**config.mk**
```make
export PLATFORM = sky130hd
export DESIGN_NAME = rkold_prev_sched_flat
export DESIGN_NICKNAME = d
export VERILOG_FILES = /design/src/rtl/rkold_prev_sched_if.sv /design/src/rtl/rkold_prev_sched.sv /design/src/flat_wrapper.sv
export SDC_FILE = /design/constraint.sdc
export NUM_CORES = 1
export LEC_CHECK = 0
export CAP_MARGIN = 20
export CORE_AREA = 2 2 420 422
export CTS_CLUSTER_SIZE = 16
export DETAILED_ROUTE_END_ITERATION = 6
export DIE_AREA = 0 0 422 424
export GPL_TIMING_DRIVEN = 0
export SLEW_MARGIN = 20
export SYNTH_ARGS = -nofsm -noshare
export SYNTH_HDL_FRONTEND = slang
export SYNTH_SLANG_ARGS = --single-unit
```
**constraint.sdc**
```tcl
create_clock -name clk -period 2.9 [get_ports clk]
set_clock_uncertainty 0.1 [all_clocks]
set_input_delay 0.58 -clock clk [delete_from_list [all_inputs] [get_ports clk]]
set_output_delay 0.58 -clock clk [all_outputs]
set_load 0.005 [all_outputs]
```
**src/rtl/rkold_prev_sched_if.sv**
```systemverilog
// Stream and store-port bundle for rkold_prev_sched.
// slave  : the sequencer side (accepts the save stream, presents the load stream,
//          drives the store ports).
// master : the surroundings (producer, consumer and the rKold_prev store itself).
interface rkold_prev_sched_if #(
    parameter int W  = 256,
    parameter int AW = 11
);
    logic          in_valid;
    logic [W-1:0]  in_data;
    logic          in_ready;

    logic          out_valid;
    logic [W-1:0]  out_data;
    logic          out_last;
    logic          out_ready;

    logic          mem_write_enable;
    logic [AW-1:0] mem_address;
    logic [W-1:0]  mem_input_data;
    logic [AW-1:0] mem_read_address;
    logic [W-1:0]  mem_output;

    modport slave (
        input  in_valid, in_data, out_ready, mem_output,
        output in_ready, out_valid, out_data, out_last,
               mem_write_enable, mem_address, mem_input_data, mem_read_address
    );

    modport master (
        output in_valid, in_data, out_ready, mem_output,
        input  in_ready, out_valid, out_data, out_last,
               mem_write_enable, mem_address, mem_input_data, mem_read_address
    );
endinterface

```
**src/rtl/rkold_prev_sched.sv**
```systemverilog
// rkold_prev_sched: save/load sequencer for the rKold_prev row store.
// Optional feature macro: RKOLD_OVERLAP_EN
//   undefined : only one pass at a time; a simultaneous save+load start keeps the save.
//   defined   : save and load may run together; the load is paced behind wr_ptr.
//
// Both engines use the same two-state machine:
//   state  | meaning
//   IDLE   | no pass in progress, waiting for a start command
//   ACTIVE | pass in progress (save: taking beats; load: fetching/presenting beats)
module rkold_prev_sched #(
    parameter int ELEMENT_WIDTH = 32,
    parameter int NO_OF_UNITS   = 8,
    parameter int MEMORY_HEIGHT = 1000,
    parameter int ADDRESS_WIDTH = $clog2(MEMORY_HEIGHT) + 1
) (
    input  logic                     clk,
    input  logic                     rst,
    input  logic                     save_start,
    input  logic [ADDRESS_WIDTH-1:0] save_len,
    input  logic                     load_start,
    input  logic [ADDRESS_WIDTH-1:0] load_len,
    rkold_prev_sched_if.slave        bus,
    output logic                     save_busy,
    output logic                     load_busy,
    output logic                     save_done,
    output logic                     load_done,
    output logic                     cmd_err
);
    localparam int AW = ADDRESS_WIDTH;
    localparam logic [AW-1:0] MAX_LEN = AW'(MEMORY_HEIGHT + 1);
    localparam logic [AW-1:0] ONE     = AW'(1);

    typedef enum logic {IDLE, ACTIVE} eng_t;

    eng_t          save_st, load_st;
    logic [AW-1:0] wr_ptr, rd_ptr;
    logic [AW-1:0] save_len_q, load_len_q;

    logic save_len_ok, load_len_ok;
    logic save_acc, load_acc;
    logic save_beat, interlock_ok, fetch, consume;

    assign save_len_ok = (save_len != '0) && (save_len <= MAX_LEN);
    assign load_len_ok = (load_len != '0) && (load_len <= MAX_LEN);

`ifdef RKOLD_OVERLAP_EN
    assign save_acc = save_start && (save_st == IDLE) && save_len_ok;
    assign load_acc = load_start && (load_st == IDLE) && load_len_ok;
`else
    // A load arriving together with a save always loses, even if the save is malformed,
    // so the outcome of a simultaneous pair never depends on the save length.
    assign save_acc = save_start && (save_st == IDLE) && (load_st == IDLE) && save_len_ok;
    assign load_acc = load_start && !save_start && (save_st == IDLE) && (load_st == IDLE)
                      && load_len_ok;
`endif

    assign save_beat    = (save_st == ACTIVE) && bus.in_valid && !rst;
    // A row written at an edge is readable the following cycle, so strict less-than is exact.
    assign interlock_ok = (save_st == IDLE) || (rd_ptr < wr_ptr);
    assign fetch        = (load_st == ACTIVE) && (!bus.out_valid || bus.out_ready)
                          && (rd_ptr < load_len_q) && interlock_ok;
    assign consume      = bus.out_valid && bus.out_ready;

    // Store write port and status flags follow the state directly but are forced low
    // while rst is high, so nothing is written during the reset cycle itself.
    assign bus.in_ready         = (save_st == ACTIVE) && !rst;
    assign bus.mem_write_enable = save_beat;
    assign bus.mem_address      = rst ? '0 : wr_ptr;
    assign bus.mem_input_data   = save_beat ? bus.in_data : '0;
    assign bus.mem_read_address = rst ? '0 : rd_ptr;
    assign save_busy            = (save_st == ACTIVE) && !rst;
    assign load_busy            = (load_st == ACTIVE) && !rst;

    // Save engine: latch the length, then count accepted beats up to save_len-1.
    always_ff @(posedge clk) begin
        if (rst) begin
            save_st    <= IDLE;
            wr_ptr     <= '0;
            save_len_q <= '0;
            save_done  <= 1'b0;
        end else begin
            save_done <= 1'b0;
            if (save_acc) begin
                save_st    <= ACTIVE;
                wr_ptr     <= '0;
                save_len_q <= save_len;
            end else if (save_beat) begin
                wr_ptr <= wr_ptr + ONE;
                if (wr_ptr == save_len_q - ONE) begin
                    save_st   <= IDLE;
                    save_done <= 1'b1;
                end
            end
        end
    end

    // Load engine: one-deep output register refilled whenever it is empty or being drained.
    always_ff @(posedge clk) begin
        if (rst) begin
            load_st       <= IDLE;
            rd_ptr        <= '0;
            load_len_q    <= '0;
            bus.out_valid <= 1'b0;
            bus.out_data  <= '0;
            bus.out_last  <= 1'b0;
            load_done     <= 1'b0;
        end else begin
            load_done <= 1'b0;
            if (load_acc) begin
                load_st    <= ACTIVE;
                rd_ptr     <= '0;
                load_len_q <= load_len;
            end else if (fetch) begin
                bus.out_data  <= bus.mem_output;
                bus.out_valid <= 1'b1;
                bus.out_last  <= (rd_ptr == load_len_q - ONE);
                rd_ptr        <= rd_ptr + ONE;
            end else if (consume) begin
                bus.out_valid <= 1'b0;
                bus.out_last  <= 1'b0;
                if (bus.out_last) begin
                    load_st   <= IDLE;
                    load_done <= 1'b1;
                end
            end
        end
    end

    // Command error pulse: any start that was not accepted this cycle.
    always_ff @(posedge clk) begin
        if (rst) begin
            cmd_err <= 1'b0;
        end else begin
            cmd_err <= (save_start && !save_acc) || (load_start && !load_acc);
        end
    end
endmodule

```
**src/flat_wrapper.sv**
```systemverilog
// flat-port wrapper written by rule: the top's interface ports become plain ports
module rkold_prev_sched_flat 
#(
    parameter int ELEMENT_WIDTH = 32,
    parameter int NO_OF_UNITS   = 8,
    parameter int MEMORY_HEIGHT = 1000,
    parameter int ADDRESS_WIDTH = $clog2(MEMORY_HEIGHT) + 1
)
  (clk, rst, save_start, save_len, load_start, load_len, save_busy, load_busy, save_done, load_done, cmd_err, bus_in_valid, bus_in_data, bus_out_ready, bus_mem_output, bus_in_ready, bus_out_valid, bus_out_data, bus_out_last, bus_mem_write_enable, bus_mem_address, bus_mem_input_data, bus_mem_read_address);
  rkold_prev_sched_if #(.W((256)), .AW(($clog2((1000)) + 1))) bus_i ();
  input  logic clk;
  input  logic rst;
  input  logic save_start;
  input  logic [ADDRESS_WIDTH-1:0] save_len;
  input  logic load_start;
  input  logic [ADDRESS_WIDTH-1:0] load_len;
  output logic save_busy;
  output logic load_busy;
  output logic save_done;
  output logic load_done;
  output logic cmd_err;
  input wire logic [$bits(bus_i.in_valid)-1:0] bus_in_valid;
  input wire logic [$bits(bus_i.in_data)-1:0] bus_in_data;
  input wire logic [$bits(bus_i.out_ready)-1:0] bus_out_ready;
  input wire logic [$bits(bus_i.mem_output)-1:0] bus_mem_output;
  output wire logic [$bits(bus_i.in_ready)-1:0] bus_in_ready;
  output wire logic [$bits(bus_i.out_valid)-1:0] bus_out_valid;
  output wire logic [$bits(bus_i.out_data)-1:0] bus_out_data;
  output wire logic [$bits(bus_i.out_last)-1:0] bus_out_last;
  output wire logic [$bits(bus_i.mem_write_enable)-1:0] bus_mem_write_enable;
  output wire logic [$bits(bus_i.mem_address)-1:0] bus_mem_address;
  output wire logic [$bits(bus_i.mem_input_data)-1:0] bus_mem_input_data;
  output wire logic [$bits(bus_i.mem_read_address)-1:0] bus_mem_read_address;
  assign bus_i.in_valid = bus_in_valid;
  assign bus_i.in_data = bus_in_data;
  assign bus_i.out_ready = bus_out_ready;
  assign bus_i.mem_output = bus_mem_output;
  assign bus_in_ready = bus_i.in_ready;
  assign bus_out_valid = bus_i.out_valid;
  assign bus_out_data = bus_i.out_data;
  assign bus_out_last = bus_i.out_last;
  assign bus_mem_write_enable = bus_i.mem_write_enable;
  assign bus_mem_address = bus_i.mem_address;
  assign bus_mem_input_data = bus_i.mem_input_data;
  assign bus_mem_read_address = bus_i.mem_read_address;
  rkold_prev_sched #(.ELEMENT_WIDTH(ELEMENT_WIDTH), .NO_OF_UNITS(NO_OF_UNITS), .MEMORY_HEIGHT(MEMORY_HEIGHT), .ADDRESS_WIDTH(ADDRESS_WIDTH)) u_core (.clk(clk), .rst(rst), .save_start(save_start), .save_len(save_len), .load_start(load_start), .load_len(load_len), .bus(bus_i), .save_busy(save_busy), .load_busy(load_busy), .save_done(save_done), .load_done(load_done), .cmd_err(cmd_err));
endmodule
```
* Word level (Yosys, flattened, before mapping)
Cells that the tools add are included.
** Cells by class
- Multiplexer cells :: 15
- Reductions and logical operators :: 42
- Equal/unequal tests :: 3
- Bitwise gates (word level) :: 5
- $lt $le $gt $ge :: 4
- Add/subtract/negate cells :: 4
** Operators by type and width (count)
- 256-bit two-way mux :: 1
- 11-bit by 1-bit adder with 11-bit output (second input constant) :: 2
- 11-bit == test :: 2
- 11-bit by 10-bit <= comparator with 1-bit output (second input constant) :: 2
- 11-bit < comparator :: 2
- 11-bit two-way mux :: 2
- 11-bit nonzero test :: 2
- 11-bit by 1-bit subtractor with 11-bit output (second input constant) :: 2
- 1-bit logical AND :: 19
- 1-bit two-way mux :: 12
- 2-bit nonzero test :: 5
- 2-bit AND reduction :: 3
- 1-bit zero test :: 5
- 1-bit NOT :: 5
- 2-bit OR reduction :: 2
- 4-bit OR reduction :: 1
- 1-bit logical OR :: 3
- 3-bit AND reduction :: 1
- 3-bit OR reduction :: 1
- 2-bit by 1-bit != test with 1-bit output (second input constant) :: 1
** Word-level totals
- Flip-flop bits (word level) :: 307
- Output and inout bits :: 543
- Logic and storage cells :: 85

* Longest topological paths before layout
- Word-level depth :: 8
- Mapped depth :: 11
- Depth with buffers taken out :: 8

* Least setup slack after synthesis
Ideal clock, no wire load.
- Path kind :: register -> register
- Start :: register u_core.wr_ptr[6]
- End :: register u_core.bus.out_data[213]
- Cell stages (with the launch flop) :: 12
- Clock period less this slack :: 2.435 ns
- Arrival time :: 2.264 ns
- Library setup time :: 0.070 ns
- Setup slack :: 0.465 ns
- Path through :: dfxtp_1 -> clkbuf_1 -> inv_1 -> ha_1 -> a21o_1 -> a21oi_1 -> o31ai_1 -> o21ai_1 -> buf_2 -> clkbuf_1 -> nand4_1 -> a21oi_1
** Between the ends
- Longest elaborated chain between the ends :: 4
** RTL lines
- start, declared :: RTL line rkold_prev_sched.sv:36 : logic [AW-1:0] wr_ptr, rd_ptr;
- start signal, assigned :: RTL line rkold_prev_sched.sv:88 : wr_ptr <= wr_ptr + ONE;
- 11-bit < comparator :: RTL line rkold_prev_sched.sv:59 : assign interlock_ok = (save_st == IDLE) || (rd_ptr < wr_ptr);
- 1-bit logical OR :: RTL line rkold_prev_sched.sv:59
- 1-bit logical AND :: RTL line rkold_prev_sched.sv:61 : && (rd_ptr < load_len_q) && interlock_ok;
- 2-bit AND reduction (no source line)
- end signal, assigned :: RTL line rkold_prev_sched.sv:114 : bus.out_data <= bus.mem_output;
- end, declared :: RTL line rkold_prev_sched_if.sv:26 : output in_ready, out_valid, out_data, out_last,
No other way between the ends.
A chain may end at the register's enable or synchronous reset.

* Worst setup path in the final report
- Start :: register u_core.save_st
- End :: output port bus_mem_input_data[0]
** Between the ends
- Longest elaborated chain between the ends :: 3
** RTL lines
- start, declared :: RTL line rkold_prev_sched.sv:35 : eng_t save_st, load_st;
- start signal, assigned :: RTL line rkold_prev_sched.sv:77 : save_st <= IDLE;
- start signal, assigned :: RTL line rkold_prev_sched.sv:84 : save_st <= ACTIVE;
- start signal, assigned :: RTL line rkold_prev_sched.sv:90 : save_st <= IDLE;
- 1-bit logical AND (2 in series) :: RTL line rkold_prev_sched.sv:57 : assign save_beat = (save_st == ACTIVE) && bus.in_valid && !rst;
- 256-bit two-way mux :: RTL line rkold_prev_sched.sv:69 : assign bus.mem_input_data = save_beat ? bus.in_data : '0;
- end, declared :: RTL line flat_wrapper.sv:32 : output wire logic [$bits(bus_i.mem_input_data)-1:0] bus_mem_input_data;
No other way between the ends.

==> results.json <==
{
  "synth_xor_xnor_area_share": 0.0191,
  "reg2reg_setup_slack_ps": 130,
  "ys_types": 49,
  "dieArea_sq_um": 179000,
  "wire_per_inst_um": 23.1,
  "leakagePower_nw": 11.7,
  "worstSkewPairLatency_ps": 580,
  "ys_warn_count": 0,
  "finalSetupViolations": 0,
  "tns_ps": 0,
  "yosys.area_share.simple": 0.263,
  "drc": 0,
  "gp_routability_congestion": 1.14,
  "yosysSeqAreaShare": 0.383,
  "cts_tree": "built",
  "slew_viol_final": 0,
  "slew-limit-headroom": 0.346,
  "syn_nets": 2514,
  "synthAdderAreaFrac": 0.0195,
  "async_reset_ff_frac": 0,
  "hp-class": "register to register",
  "r2r_cells": 11,
  "clockBufferDepth": 3,
  "status": "finished clean",
  "synth-compound-area-share": 0.226,
  "instances_no_fill": 5521,
  "drtAntennaViolNets": 0,
  "whs_endpoint": "u_core.save_len_q[10]$_SDFFE_PP0P_",
  "synth.area.mux_share": 0.0200,
  "layout-drive-gt1-share": 0.212,
  "grt_overflow": 0,
  "crit_chain": "and3b_4, clkbuf_16, buf_12, buf_12, clkbuf_16, and2_1, clkdlybuf4s15_1",
  "synth_top_area_share": 0.383,
  "htreeDepth": 2,
  "timing.hold.ws_ps": 348,
  "powerDensity_nw_per_um2": 400,
  "period_share": 0.993,
  "fp.dieH_um": 424,
  "grt_max_degree": 14,
  "ios": 1083,
  "finalHoldViolCount": 0,
  "drt_iter0_drc": 1989,
  "setup.worst_path.start_class": "register",
  "max_stage_delay_ps": 360,
  "numCtsBuffers": 40,
  "area_growth_pct": 102,
  "initial_core_util": 0.0918,
  "die_x_um": 422,
  "wl_met2_um": 65400,
  "ir_worst_vdd_v": 0.000328,
  "portBuffers": 1082,
  "finalNetCount": 3697,
  "worstPathRequired_ps": 2220,
  "rr_startpoint": "u_core.wr_ptr[9]$_SDFFE_PP0P_",
  "dpl.cell_count": 5374,
  "worstPathArrival_ps": 2200,
  "vias": 21276,
  "dpl_cell_area_sq_um": 29900,
  "first_pass_iters": 6,
  "grt_pass1_wl_um": 168000,
  "cts_hold_buf": 0,
  "wl_um": 127000,
  "grt_pass1_vias": 20513,
  "rsz0062_at_grt": "yes",
  "synth-seq-cells": 307,
  "viasPerCell": 3.85,
  "clkTransAtPathRegs_ps": 60,
  "synth_top_family_by_area": "simple AND/OR/NAND/NOR gates",
  "yosysTopAreaCell": "dfxtp_1",
  "wl_met1_um": 43200,
  "grt_util_all_layers": 0.133,
  "synth_edf_count": 0,
  "critPathSlowestCell": "dfxtp_4",
  "end_kind": "primary output",
  "tightest_slew_ps": 981,
  "period_needed_ps": 2880,
  "fin_area_sq_um": 32500,
  "max_cap_violations": 0,
  "holdPathStages": 2,
  "placement_rows": 154,
  "top_layer_used": "met5",
  "fmax_mhz": 347,
  "core_area_sq_um": 175000,
  "antenna_found_initial": 41,
  "r2r_end": "u_core.bus.out_data[252]$_SDFFE_PP0P_",
  "crit_fanout": 7,
  "worstHoldStart": "u_core.save_len_q[10]$_SDFFE_PP0P_",
  "avgSynthCellArea_sq_um": 8.24,
  "wl_met3_um": 10800,
  "netlist_top_cells_area": "dfxtp_1 38%, o31ai_1 12%, nand4_1 11%",
  "cts-root-buf": "clkbuf_16",
  "path_class": "register to primary output",
  "clkSinkCount": 307,
  "synth_ff_type": "dfxtp_1",
  "syn_inst": 1949,
  "hpwl_um": 105000,
  "synth_area_sq_um": 16100
}
[worst max-delay path: cells and delay by family (launching register included)]
kind,cells,cell delay [ps]
simple gates,2,420
flops,1,360
buf+inv,5,810
[how the worst max path moves through the flow]
stage                                   from                                    end  slack (ps)  depth (start not counted)
4_1_cts          u_core.save_st$_SDFFE_PP0P_                bus_mem_input_data[195]        -120                          9
6_report         u_core.save_st$_SDFFE_PP0P_                  bus_mem_input_data[0]          20                          7
3_3_place_gp                             rst                bus_mem_input_data[116]       -2210                          7
2_1_floorplan  u_core.wr_ptr[6]$_SDFFE_PP0P_  u_core.bus.out_data[213]$_SDFFE_PP0P_         470                         11
5_1_grt          u_core.save_st$_SDFFE_PP0P_                  bus_mem_input_data[0]         -40                          7
3_5_place_dp                             rst                bus_mem_input_data[116]       -1730                          7
[flip-flops by register name (all words and copies together), names as in the netlist]
name	count
u_core.bus.out_last	1
u_core.rd_ptr	11
u_core.bus.out_data	256
u_core.save_done	1
u_core.cmd_err	1
u_core.load_len_q	11
u_core.save_st	1
u_core.load_done	1
u_core.save_len_q	11
u_core.wr_ptr	11
u_core.bus.out_valid	1
u_core.load_st	1
[cell type report]
class                      count  area [sq um]
timing repair buffer        1144         10800
fill                       19581        142000
inverter                      30           113
tap                         2340          2930
clock inverter                13           215
buffer                       242          1800
multi-input combinational   1367          9190
antenna                       22          55.1
clock buffer                  56          1160
sequential                   307          6160
[cells by family after synthesis]
family / count (synthesis)
buffers and inverters: 275
adder cells (fa/ha/maj): 25
flip-flops: 307
AND/OR/NAND/NOR: 709
AO/OA/AOI/OAI: 566
XOR/XNOR: 35
multiplexers: 32
[layer usage]
layer | global-route usage | vias up
met4 | 0.0769 | 12
met2 | 0.240 | 1275
met5 | 0 | -
li1 | - | 9649
met1 | 0.141 | 10077
met3 | 0.0327 | 263
[timing repair]
| item | CTS | global route |
|---|---|---|
| pin swaps | 33 | 1 |
| cloned | 15 | 0 |
| setup buffers | 44 | 5 |
| resized for setup | 1239 | 251 |
| endpoints found under the setup margin | 553 | 352 |
[synthesized netlist by cell type (26+ instances only)]
cell type / n
nand4_1: 273
nor2_1: 59
dfxtp_1: 307
and2_1: 258
o31ai_1: 257
inv_1: 30
mux2i_1: 31
nand2_1: 26
a21oi_1: 265
clkbuf_1: 169
buf_2: 68
[per-stage QoR]
stage	setup WS (ps)	utilization	total power [mW]
3_5_place_dp	-1730	0.171	7.51
4_1_cts	-117	0.184	13.0
3_3_place_gp	-2210	0.170	7.45
5_1_grt	-35.4	0.185	13.5
2_1_floorplan	465	-	5.60
6_report	21.0	0.186	13.0
[power breakdown]
| part | internal [mW] | switching, mW |
|---|---|---|
| combinational | 1.45 | 1.82 |
| sequential | 4.32 | 0.0932 |
| clock | 3.16 | 2.15 |
| total | 8.93 | 4.07 |
[layout by cell type (no fill, tap or decap), types with 6 or more instances in the layout]
cell,Yosys,layout
buf_12,0,7
mux2i_1,31,31
clkbuf_2,0,73
nand3_1,11,11
clkbuf_4,0,30
and2_4,0,88
nand2_1,26,26
a21oi_1,265,265
dfxtp_2,0,6
clkdlybuf4s15_1,0,15
buf_4,2,45
o31ai_1,257,225
nor3_1,13,13
nand2b_1,15,15
clkbuf_16,0,54
diode_2,0,22
xnor2_1,25,25
clkbuf_8,0,33
inv_1,30,29
nand4_1,273,273
ha_1,25,25
buf_6,0,66
buf_8,0,15
o21ai_0,7,7
xor2_1,10,10
o31ai_2,0,32
nor2_1,59,59
and3_1,6,6
buf_2,68,189
and2_1,258,170
clkbuf_1,169,41
nor4_1,16,16
dfxtp_1,307,299
clkdlybuf4s50_1,0,823
nor2b_1,17,16
dlygate4sd2_1,0,47
(Power assumes the default switching activity.)
